==> src/rtl/pulse2level.sv <==
// Rebuilds a held level from rise/fall/toggle pulses, holding each new level for
// at least MIN_HOLD cycles; one event can wait during the hold, and drop pulses when it is lost.
module pulse2level #(
  parameter int   MIN_HOLD   = 4,
  parameter int   CNT_W      = 8,
  parameter logic INIT_LEVEL = 1'b0
) (
  input  logic clk_i,
  input  logic rst_i,
  input  logic rise_i,
  input  logic fall_i,
  input  logic double_i,
  output logic level_o,
  output logic busy_o,
  output logic pending_o,
  output logic drop_o
);

  localparam logic [CNT_W-1:0] HOLD_LOAD = CNT_W'(MIN_HOLD - 1);

  logic             level_q, level_d;
  logic [CNT_W-1:0] cnt_q, cnt_d;
  logic             pend_q, pend_d;
  logic             ptgt_q, ptgt_d;
  logic             drop_q, drop_d;

  logic base, evt, tgt, busy, applied;

  // Toggles are relative to the queued target, so a toggle on top of a queued event acts on that event.
  assign base = pend_q ? ptgt_q : level_q;
  assign evt  = rise_i | fall_i | double_i;
  assign tgt  = (double_i | (rise_i & fall_i)) ? ~base : rise_i;
  assign busy = (cnt_q != '0);

  assign applied = evt ? tgt : ptgt_q;

  always_comb begin
    level_d = level_q;
    cnt_d   = busy ? cnt_q - 1'b1 : cnt_q;
    pend_d  = pend_q;
    ptgt_d  = ptgt_q;
    drop_d  = 1'b0;
    if (busy) begin
      if (evt) begin
        ptgt_d = tgt;
        pend_d = 1'b1;
        drop_d = pend_q;
      end
    end else if (pend_q) begin
      pend_d = 1'b0;
      drop_d = evt;
      if (applied != level_q) begin
        level_d = applied;
        cnt_d   = HOLD_LOAD;
      end
    end else if (evt && (tgt != level_q)) begin
      level_d = tgt;
      cnt_d   = HOLD_LOAD;
    end
  end

  always_ff @(posedge clk_i) begin
    if (rst_i) begin
      level_q <= INIT_LEVEL;
      cnt_q   <= '0;
      pend_q  <= 1'b0;
      ptgt_q  <= 1'b0;
      drop_q  <= 1'b0;
    end else begin
      level_q <= level_d;
      cnt_q   <= cnt_d;
      pend_q  <= pend_d;
      ptgt_q  <= ptgt_d;
      drop_q  <= drop_d;
    end
  end

  assign level_o   = level_q;
  assign busy_o    = busy;
  assign pending_o = pend_q;
  assign drop_o    = drop_q;

endmodule
==> config.mk <==
export PLATFORM = sky130hd
export DESIGN_NAME = pulse2level
export DESIGN_NICKNAME = d
export VERILOG_FILES = /design/src/rtl/pulse2level.sv
export SDC_FILE = /design/constraint.sdc
export NUM_CORES = 1
export LEC_CHECK = 0
export CORE_AREA = 3 3 40 42
export CTS_BUF_LIST = sky130_fd_sc_hd__clkbuf_8
export DETAILED_ROUTE_END_ITERATION = 8
export DIE_AREA = 0 0 43 45
export PLACE_DENSITY_LB_ADDON = 0.1
export SETUP_SLACK_MARGIN = 0.2
export SLEW_MARGIN = 20
export SYNTH_ARGS = -nofsm -noshare
export SYNTH_HDL_FRONTEND = slang
export SYNTH_SLANG_ARGS = --single-unit
==> constraint.sdc <==
create_clock -name clk_i -period 5.4 [get_ports clk_i]
set_input_delay 1.08 -clock clk_i [delete_from_list [all_inputs] [get_ports clk_i]]
set_output_delay 1.08 -clock clk_i [all_outputs]
set_load 0.005 [all_outputs]
Word-level counts from Yosys, hierarchy flattened
Index checks and enable logic that the tools add are counted.
{ "word_totals": {"register_bits": 12, "in_bits": 5, "out_inout_bits": 4} }
{ "op_classes": {"muxes": 14, "n_eq_ne": 3, "add_sub_neg": 1, "n_reduce_logical": 5, "bitwise_logic": 6} }
{ "ops": {"columns": ["operator", "n"], "rows": [
  ["2-to-1 mux 8 bit", 5],
  ["2-to-1 mux 1 bit", 9],
  ["nonzero test 8 bit", 1],
  ["subtractor 8 x 1 -> 8 bit, second input constant", 1],
  ["OR 1 bit", 3],
  ["AND reduction 3 bit", 1],
  ["!= test 1 bit", 2],
  ["!= test 2 x 1 -> 1 bit, second input constant", 1],
  ["inverter 1 bit", 2],
  ["nonzero test 2 bit", 1],
  ["OR reduction 2 bit", 1],
  ["AND 1 bit", 1],
  ["logical AND 1 bit", 1]
]} }

Logic depth before layout (Yosys ltp)
{ "depth": {"depth_word": 8, "mapped_depth": 7, "ltp_nobuf": 7} }

Least setup slack after synthesis
OpenSTA, ideal clock, no wires.
{ "synth_path": {"kind": "register -> output", "startpoint": "reg cnt_q[0]", "endpoint": "out busy_o", "path_stages_with_launch": 6, "setup_slack_ns": 3.139, "required_time_ns": 4.320, "arrival_ns": 1.181, "path_buffers": 0, "cell_sequence": "dfxtp_1 -> inv_1 -> ha_1 -> or3b_4 -> nor2_4 -> inv_2"} }
{ "synth_via": {"elab_chain_len": 1} }
{ "synth_lines": {"columns": ["item", "line_no", "text"], "rows": [
  ["start: declaration", "22", "logic [CNT_W-1:0] cnt_q, cnt_d;"],
  ["start signal: assignment", "71", "cnt_q <= cnt_d;"],
  ["nonzero test 8 bit", "33", "assign busy = (cnt_q != '0);"],
  ["end: declaration", "14", "output logic busy_o,"]
]} }
No other way between the ends.

Worst setup path in the final report
Ends and elaborated chain as after synthesis.

==> metrics.cfg <==
[routing]
drt-initial-drc-count=12
routedWlPerCell_um=12.1
firstDrtPassIters=2
vias=561
wl_um=1160
ant_nets=0
via_per_inst=5.84
drc_errors=0

[critical_path]
cpPeakStageDelay_ps=450
crit_fanout=8
required_ps=4320
critPathCaptureType=output port
path_cells=inv_1 -> ha_1 -> or3b_4 -> nor2_4 -> inv_2 -> clkdlybuf4s50_1
slowest_stage=clkdlybuf4s50_1
cp-start-kind=register
crit_arrival_ps=1970
worstSetupPathType=reg -> out

[logic_synthesis]
ys_types=34
synth-seq-cells=12
yosys_most_used_dff=dfxtp_1
yosys.area.top_type=dfxtp_1
syn_area_um2=619
syn_area_per_cell_um2=8.60
ys.warnings.count=0
seq_area_frac_synth_pct=38.8
synthTopCellsByArea=dfxtp_1 (39%), nor2_1 (5.5%), a211oi_1 (4.8%)
syn_inst=72
synth_top_area_share_pct=38.8
synth_edf_count=0
syn_nets=78
async_flop_share_pct=0
yosysMostFrequentCell=dfxtp_1
ys_top_cells_by_count=dfxtp_1 (12), nor2_1 (9), o21ai_0 (5)

[grt]
grt-ovfl-total=0
grt_pass1_wl_um=2040
grt_antenna_before_repair=0
grt_pass1_vias=527
grt_max_degree=14
grtUsageTotal_pct=14.4

[sta]
fmax_mhz=328
fin_crit_sh_pct=56.5
slew_headroom_pct=69.5
period_needed_ps=3050
finalSetupTns_ps=0
setup_violations=0
drv_slew=0
rsz0062_at_grt=false
fin_skew_ps=2.71
worstMarginPinSlew_ps=457
final_hold_viol_count=0

[power]
vdd_drop_max_mv=0.283
p_leak_nw=0.281
powerDensity_nw_per_um2=673

[cts]
cts_tree=done
cts_sinks=12
cts_max_path_buffers=2
root_buffer=clkbuf_8
holdBufCountCts=0
cts_buffers=3
post_cts_resized=0
clkTransAtPathRegs_ps=50
htreeDepth=1
clk_latency_ps=230
cts_setup_buffers=0

[floorplan]
coreArea_um2=1280
die_w_um=43
initial_utilization_pct=48.2
rows=13
die_area_um2=1940
io_pins=9
fp.dieH_um=45

[placement]
globalplace.congestion=0.801
postPlaceCellArea_um2=711
dp_hpwl_um=879
portBuffers=8

[worst_hold_path]
worstHoldPathType=reg -> reg

[layout]
design_area_um2=752
drive_gt1_share_pct=13.6
area_growth_pct=21.4
final_nets=89
diodes=0

[outcome]
outcome=finished, final reports clean

[job]
cap_viol_max_count=0

## layer usage
metal  global-route usage [%]  wire (µm)
met2                     23.1        555
met1                     15.3        548
met5                        0          0
met3                     3.98         37
met4                     13.3         17
## area by class of cell
| cell class | count | area (µm²) |
|---|---|---|
| well taps | 15 | 18.8 |
| fillers | 128 | 533 |
| multi-input cells | 54 | 357 |
| clock buffers | 3 | 41.3 |
| flip-flops and latches | 12 | 240 |
| repair buffers | 8 | 80.1 |
| inverters | 4 | 15.0 |
## power by group
| part | internal [W] | total (W) | switching (W) |
|---|---|---|---|
| registers | 0.000127 | 0.000175 | 0.0000488 |
| clock network | 0.0000487 | 0.0000768 | 0.0000281 |
| logic | 0.000134 | 0.000254 | 0.000120 |
| total | 0.000309 | 0.000506 | 0.000197 |
## path summary, 6_finish.rpt
| kind | end | cells past startpoint | startpoint | slack (ps) |
|---|---|---|---|---|
| hold reg to reg | cnt_q[0] | 2 | cnt_q[0] | 490 |
| hold / removal | cnt_q[0] | 2 | cnt_q[0] | 490 |
| setup / recovery | busy_o | 6 | cnt_q[0] | 2350 |
| setup reg to reg | level_o | 7 | cnt_q[0] | 3390 |
## flip-flops by register name (all words and copies together), names as in the netlist
name and cells:
cnt_q 8, drop_o 1, level_o 1, pending_o 1, ptgt_q 1
## cell families (layout without fill, tap and decap cells)
group,count (synthesis),in the layout,share of synthesized area (%)
fa+ha+maj,1,1,2.02
compound gates,22,22,23.6
xor+xnor,2,2,2.83
buf+inv,6,15,3.64
simple gates,26,26,23.8
flops,12,12,38.8
mux,3,3,5.25
## per-stage QoR
step	instances	setup WS, ps	total power (W)	hold slack [ps]	util, %
after floorplan	72	3140	0.000360	463	-
after global placement	93	2640	0.000430	480	55.3
after detailed placement	93	2590	0.000433	494	55.3
after CTS	96	2330	0.000512	502	58.5
after global routing	96	2200	0.000556	544	58.5
final	96	2350	0.000506	494	58.5
## critical path: cells and delay by family, from the launching register on
family        cells  cell delay (ps)
buf+inv           3              610
simple gates      2              590
flops             1              310
fa+ha+maj         1              220
## layout by cell type (no fill, tap or decap), drive strengths merged, types with 2 or more instances in the layout
master	n
a211oi	4
a21o	2
a21oi	4
clkbuf	3
clkdlybuf4s50	8
dfxtp	12
inv	4
mux2	2
nand3	2
nor2	10
nor3	4
nor4	2
o21ai	5
or4	2
Power figures use the tool's default switching activity.
